==> config.mk <==
export PLATFORM = sky130hd
export DESIGN_NAME = uart_loader
export DESIGN_NICKNAME = d
export VERILOG_FILES = /design/src/rtl/uart_loader.sv
export SDC_FILE = /design/constraint.sdc
export NUM_CORES = 1
export LEC_CHECK = 0
export ABC_AREA = 1
export BUFFER_PORTS_ARGS = -buffer_cell sky130_fd_sc_hd__buf_4
export CORE_MARGIN = 5
export CORE_UTILIZATION = 45
export DETAILED_ROUTE_END_ITERATION = 8
export PLACE_DENSITY = 0.64
export RECOVER_POWER = 100
export SKIP_LAST_GASP = 1
export SLEW_MARGIN = 25
export SYNTH_ARGS = -nofsm -noshare
export SYNTH_HDL_FRONTEND = slang
export SYNTH_SLANG_ARGS = --single-unit
==> constraint.sdc <==
create_clock -name clk -period 1.7 [get_ports clk]
set_input_delay 0.34 -clock clk [delete_from_list [all_inputs] [get_ports clk]]
set_output_delay 0.34 -clock clk [all_outputs]
set_load 0.1 [all_outputs]
==> src/rtl/uart_loader.sv <==
// uart_loader: boot loader acting as bus initiator on the UART register port.
// Polls UART status, parses the load/go byte protocol, writes payload bytes to
// memory and answers with ACK/NAK. Go command pulses `go` with go_addr held.
//
// Bus FSM
//   state    | meaning
//   POLL     | watch rx_full on the status register
//   RD       | a0=1 with cs low, capture RX byte
//   CLR      | cs=1 read strobe so the UART drops rx_full
//   PARSE    | apply captured byte to the protocol phase
//   TXWAIT   | watch tx_busy before writing a reply
//   TXWR     | cs=1 write strobe with the reply byte
//   GO       | one-cycle go pulse after the Go ACK
//
// Protocol phase
//   phase    | meaning
//   CMD      | waiting for a command byte
//   AH/AL    | load address high/low
//   LEN      | byte count, 0 = 256
//   DATA     | payload bytes to memory
//   SUM      | checksum byte, reply ACK/NAK
//   GH/GL    | go address high/low

module uart_loader #(
   parameter int          TIMEOUT  = 2080000,
   parameter logic [7:0]  CMD_LOAD = 8'h4C,
   parameter logic [7:0]  CMD_GO   = 8'h47,
   parameter logic [7:0]  ACK      = 8'h06,
   parameter logic [7:0]  NAK      = 8'h15
) (
   input  logic        clk,
   input  logic        reset,
   output logic        uart_cs,
   output logic        uart_rnw,
   output logic        uart_a0,
   output logic [7:0]  uart_din,
   input  logic [7:0]  uart_dout,
   output logic [15:0] mem_addr,
   output logic [7:0]  mem_dout,
   output logic        mem_we,
   output logic        go,
   output logic [15:0] go_addr,
   output logic        busy
);

   localparam int TW = $clog2(TIMEOUT + 1);

   typedef enum logic [2:0] {
      S_POLL, S_RD, S_CLR, S_PARSE, S_TXWAIT, S_TXWR, S_GO
   } bus_t;

   typedef enum logic [2:0] {
      P_CMD, P_AH, P_AL, P_LEN, P_DATA, P_SUM, P_GH, P_GL
   } phase_t;

   bus_t          state, state_nxt;
   phase_t        phase;
   logic [7:0]    rx_byte;
   logic [7:0]    csum;
   logic [7:0]    reply;
   logic [15:0]   addr;
   logic [8:0]    count;
   logic          go_due;
   logic [TW-1:0] tmo_cnt;
   logic          reply_due;
   logic          cs_nxt, rnw_nxt, a0_nxt, go_nxt;

   // Only the checksum byte and the go-address low byte produce a reply.
   assign reply_due = (phase == P_SUM) || (phase == P_GL);

   // Bus state register
   always_ff @(posedge clk or negedge reset) begin
      if (!reset) state <= S_POLL;
      else        state <= state_nxt;
   end

   // Bus next-state decode
   always_comb begin
      state_nxt = state;
      case (state)
         S_POLL:   if (uart_dout[0]) state_nxt = S_RD;
         S_RD:     state_nxt = S_CLR;
         S_CLR:    state_nxt = S_PARSE;
         S_PARSE:  state_nxt = reply_due ? S_TXWAIT : S_POLL;
         S_TXWAIT: if (!uart_dout[1]) state_nxt = S_TXWR;
         S_TXWR:   state_nxt = go_due ? S_GO : S_POLL;
         S_GO:     state_nxt = S_POLL;
         default:  state_nxt = S_POLL;
      endcase
   end

   // Bus output decode from the upcoming state, so registered outputs line up with it
   always_comb begin
      cs_nxt  = (state_nxt == S_CLR) || (state_nxt == S_TXWR);
      rnw_nxt = (state_nxt != S_TXWR);
      a0_nxt  = (state_nxt == S_RD) || (state_nxt == S_CLR) || (state_nxt == S_TXWR);
      go_nxt  = (state_nxt == S_GO);
   end

   // Bus output registers
   always_ff @(posedge clk or negedge reset) begin
      if (!reset) begin
         uart_cs  <= 1'b0;
         uart_rnw <= 1'b1;
         uart_a0  <= 1'b0;
         uart_din <= 8'h00;
         go       <= 1'b0;
      end else begin
         uart_cs  <= cs_nxt;
         uart_rnw <= rnw_nxt;
         uart_a0  <= a0_nxt;
         go       <= go_nxt;
         if (state_nxt == S_TXWR) uart_din <= reply;
      end
   end

   // Protocol datapath: byte capture, phase sequencing, memory writes, inter-byte timeout
   always_ff @(posedge clk or negedge reset) begin
      if (!reset) begin
         phase    <= P_CMD;
         rx_byte  <= 8'h00;
         csum     <= 8'h00;
         reply    <= 8'h00;
         addr     <= 16'h0000;
         count    <= 9'd0;
         go_due   <= 1'b0;
         tmo_cnt  <= '0;
         mem_addr <= 16'h0000;
         mem_dout <= 8'h00;
         mem_we   <= 1'b0;
         go_addr  <= 16'h0000;
         busy     <= 1'b0;
      end else begin
         mem_we <= 1'b0;
         busy   <= (phase != P_CMD);

         // Capture happens while cs is still low; the CLR strobe would discard the byte.
         if (state == S_RD) begin
            rx_byte <= uart_dout;
            tmo_cnt <= '0;
         end else if (state == S_POLL && phase != P_CMD) begin
            if (tmo_cnt == TW'(TIMEOUT - 1)) begin
               phase   <= P_CMD;
               tmo_cnt <= '0;
            end else begin
               tmo_cnt <= tmo_cnt + TW'(1);
            end
         end

         if (state == S_PARSE) begin
            case (phase)
               P_CMD: begin
                  if (rx_byte == CMD_LOAD)    phase <= P_AH;
                  else if (rx_byte == CMD_GO) phase <= P_GH;
               end
               P_AH: begin
                  addr[15:8] <= rx_byte;
                  phase      <= P_AL;
               end
               P_AL: begin
                  addr[7:0] <= rx_byte;
                  phase     <= P_LEN;
               end
               P_LEN: begin
                  count <= (rx_byte == 8'h00) ? 9'd256 : {1'b0, rx_byte};
                  csum  <= 8'h00;
                  phase <= P_DATA;
               end
               P_DATA: begin
                  mem_we   <= 1'b1;
                  mem_addr <= addr;
                  mem_dout <= rx_byte;
                  addr     <= addr + 16'd1;
                  csum     <= csum + rx_byte;
                  count    <= count - 9'd1;
                  if (count == 9'd1) phase <= P_SUM;
               end
               P_SUM: begin
                  reply  <= (rx_byte == csum) ? ACK : NAK;
                  go_due <= 1'b0;
                  phase  <= P_CMD;
               end
               P_GH: begin
                  go_addr[15:8] <= rx_byte;
                  phase         <= P_GL;
               end
               P_GL: begin
                  go_addr[7:0] <= rx_byte;
                  reply        <= ACK;
                  go_due       <= 1'b1;
                  phase        <= P_CMD;
               end
               default: phase <= P_CMD;
            endcase
         end
      end
   end

endmodule

==> results.md <==
- Simple-Gate Fraction of Synth Area: 0.239
- Hold Violations, Final: 0
- Crit path cell chain: ha_4 > fa_2 > nand3_2 > nand2_1 > nand2_1 > nand2_1 > a21oi_2 > nand2_1 > nand2_1 > o21ai_2
- Core area: 13,200 sq um
- Startpoint Class: flip-flop
- Crit Path Category: flip-flop to flip-flop
- Outcome: finished with violations
- VDD IR max: 0.00151 V
- Post-synth EDFFs: 0
- First-pass GRT wire length: 25.4 mm
- Final period util: 1.01
- Min cycle time layout: 1710 ps
- Unrepaired setup endpoints after global routing: yes
- Flops & latches, synth: 121
- Drt drc: 0
- H-tree depth: 4
- Io pins: 64
- Largest family of logic cells by synthesized area: simple AND/OR/NAND/NOR gates
- CTS Root Cell: clkbuf_16
- Clock latency at the later pin of the worst-skew pair: 420 ps
- Cell family with most CP delay: adder cells
- Final HPWL DP: 11.0 mm
- Layout cells sized above 1: 0.248
- Max incr delay on CP: 420 ps
- Nets: 885
- CP endpoint kind: flip-flop
- Setup violations, final: 1
- Die Width: 126 um
- Total gr overflow: 0
- Critical path fanouts, max: 3
- Post-synth cell types: 48
- First DRT Iteration DRCs: 455
- Via count: 5,479
- Failing checks: negative setup slack
- Hold Crit Class: input pin to flip-flop
- Yosys warns: 0
- Multi-input logic area: 2820 sq um
- Max_slew headroom: 0.399
- CP Data Required Time: 2000 ps
- CP Data Arrival Time: 2020 ps
- CTS max path bufs: 2
- CTS tree: done
- Least-Margin Pin Slew: 901 ps
- Fmax achieved: 0.584 GHz
- Post-Place Worst Slack: -112 ps
- Largest net degree at the start of global routing: 51
- Most used cell, CP: nand2_1
- Worst hold slack: 131 ps
- Ys async rst share: 1.00
- Post-synth top flop: dfrtp_1
- Worst-path cell with the longest stage delay: dfrtp_1
- Antenna fix cells: 0
- Clk sinks: 121
- Row cnt: 42
- Area Overhead vs Synth: 28.6%
- Total CTS buffers: 17
- Proportion of synthesized area in mux cells: 0.00514
- Adder-cell share of the synthesized area: 0.0259
- Pleak: 0.00379 uW
- Mapped cell area: 6090 sq um
- Sequential cell area: 3030 sq um
- Total GRT Usage: 0.196
- Starting density of the core: 0.460
- Synth Area per Inst: 8.20 sq um
- Layout fillers: 1,187
- Final worst slack: -11.6 ps
- Vias in the first global route: 5,305
- Pwr Total: 17,200 uW
- Part of the Yosys area used for sequential elements: 0.498
- Final ANT Viol Nets: 0
- Synth Instances: 742
- Die area: 16,000 sq um
- WL final: 15.3 mm
- Gp weighted congestion: 0.890
- Worst Skew: 7.89 ps
- PD cells: 2200 nW/um^2
- PortBufs: 59
- Slew Viols, Final: 0
- Pre-Repair DR Iteration Count: 5
- Maxcap violations: 0
- CP bufs+invs: 0
- Xor and xnor fraction of the mapped netlist area: 0.0173
- Post-DR vias/cell: 5.21
- Initial antenna violation count: 0
- Compound-Gate Fraction of Synth Area: 0.140
- Worst-path clk slew: 60 ps
- Die height: 126 um
- Drt wl/cell: 14.6 um
-- per-stage QoR --
step | cell area [sq um] | instances | TNS [ps] | util
after floorplan | 6100 | 745 | 0 | -
after global placement | 6990 | 1001 | -56.9 | 0.527
after detailed placement | 6990 | 1001 | -215 | 0.527
after CTS | 7640 | 1035 | -17.2 | 0.577
after global routing | 7820 | 1052 | -1360 | 0.591
final | 7820 | 1052 | -11.6 | 0.591
-- Yosys cell counts, types with 4 or more instances --
library cell	number	area share
dfrtp_1	120	0.49
buf_2	12	0.0099
a31oi_1	6	0.0062
ha_1	11	0.023
o21ai_1	18	0.015
nand4_1	7	0.0072
nand2_1	192	0.12
inv_1	75	0.046
buf_4	8	0.0099
nor3_1	13	0.011
o22ai_1	7	0.0072
o21ai_0	86	0.071
inv_2	7	0.0043
nor2_1	57	0.035
a21oi_1	23	0.019
xor2_1	11	0.016
nor2_2	4	0.0041
nand3_1	39	0.032
-- worst min-delay path: stages --
cell and delay [ps]:
buf_4 80, nand2_1 40, o21ai_0 50
-- area by class of cell --
type,count,share of cell area
repair buffers,121,0.102
flip-flops and latches,121,0.388
clock inverters,12,0.0221
multi-input cells,518,0.361
clock buffers,20,0.0584
inverters,84,0.0409
well taps,176,0.0281
-- where the power goes --
group	switching [uW]	internal, uW
sequential	772	3880
clock	1290	2520
combinational	6660	2060
-- sequential cells by signal (all words and copies together) (netlist names), 3 cells and up --
register / flops
addr: 16
csum: 8
mem_addr: 16
count: 9
state: 3
tmo_cnt: 21
rx_byte: 8
uart_din: 3
reply: 3
phase: 3
go_addr: 16
mem_dout: 8
-- logic make-up (layout without fill, tap and decap cells) --
logic type / after synthesis / count (layout)
other: 1 / 4
DFF: 121 / 121
and+or+nand+nor: 330 / 330
buffers and inverters: 106 / 237
muxes: 3 / 3
xor gates and xnor gates: 12 / 12
AOI/OAI and AO/OA: 157 / 157
adders and majority gates: 12 / 12
-- final timing paths --
check,startpoint,to,slack (ps),depth (start not counted)
max,csum[0]$_DFFE_PN0P_,csum[6]$_DFFE_PN0P_,-10,10
min,uart_dout[5],rx_byte[5]$_DFFE_PN0P_,130,3
max reg2reg,csum[0]$_DFFE_PN0P_,csum[6]$_DFFE_PN0P_,-10,10
min reg2reg,reply[2]$_DFFE_PN0N_,reply[2]$_DFFE_PN0N_,450,2
max in group asynchronous,reset,csum[3]$_DFFE_PN0P_,240,3
min in group asynchronous,reset,mem_addr[9]$_DFFE_PN0P_,580,2
-- metal layers --
layer / part of all wire / GRT usage / vias to the layer above
met5: 0 / 0 / -
met4: 0.022 / 0.0795 / 0
met3: 0.050 / 0.0509 / 33
met2: 0.48 / 0.303 / 151
met1: 0.45 / 0.266 / 2625
li1: - / - / 2670
-- what timing repair did --
| action | 4_1_cts | 5_1_grt |
|---|---|---|
| buffers inserted | 1 | 17 |
| hold endpoints to repair | 27 | 0 |
| setup endpoints to repair | 10 | 58 |
| resized for setup | 4 | 59 |
| pin swaps | 0 | 21 |
| hold buffers | 1 | 0 |
-- cells in the final DEF, fill, tap and decap left out, drive strengths merged, types with 3 or more instances in the layout --
cell type    n
nand2      194
o21ai      105
nor2        65
o22ai        7
o21a         3
bufinv       4
a21boi       3
nand4        7
a21oi       23
a22oi        3
dfrtp      120
inv         83
nand3       43
buf         81
a31oi        6
conb         4
nor3        17
clkbuf      59
clkinv       7
ha          11
xor2        11
No activity file was read; power rests on OpenSTA's default activity.
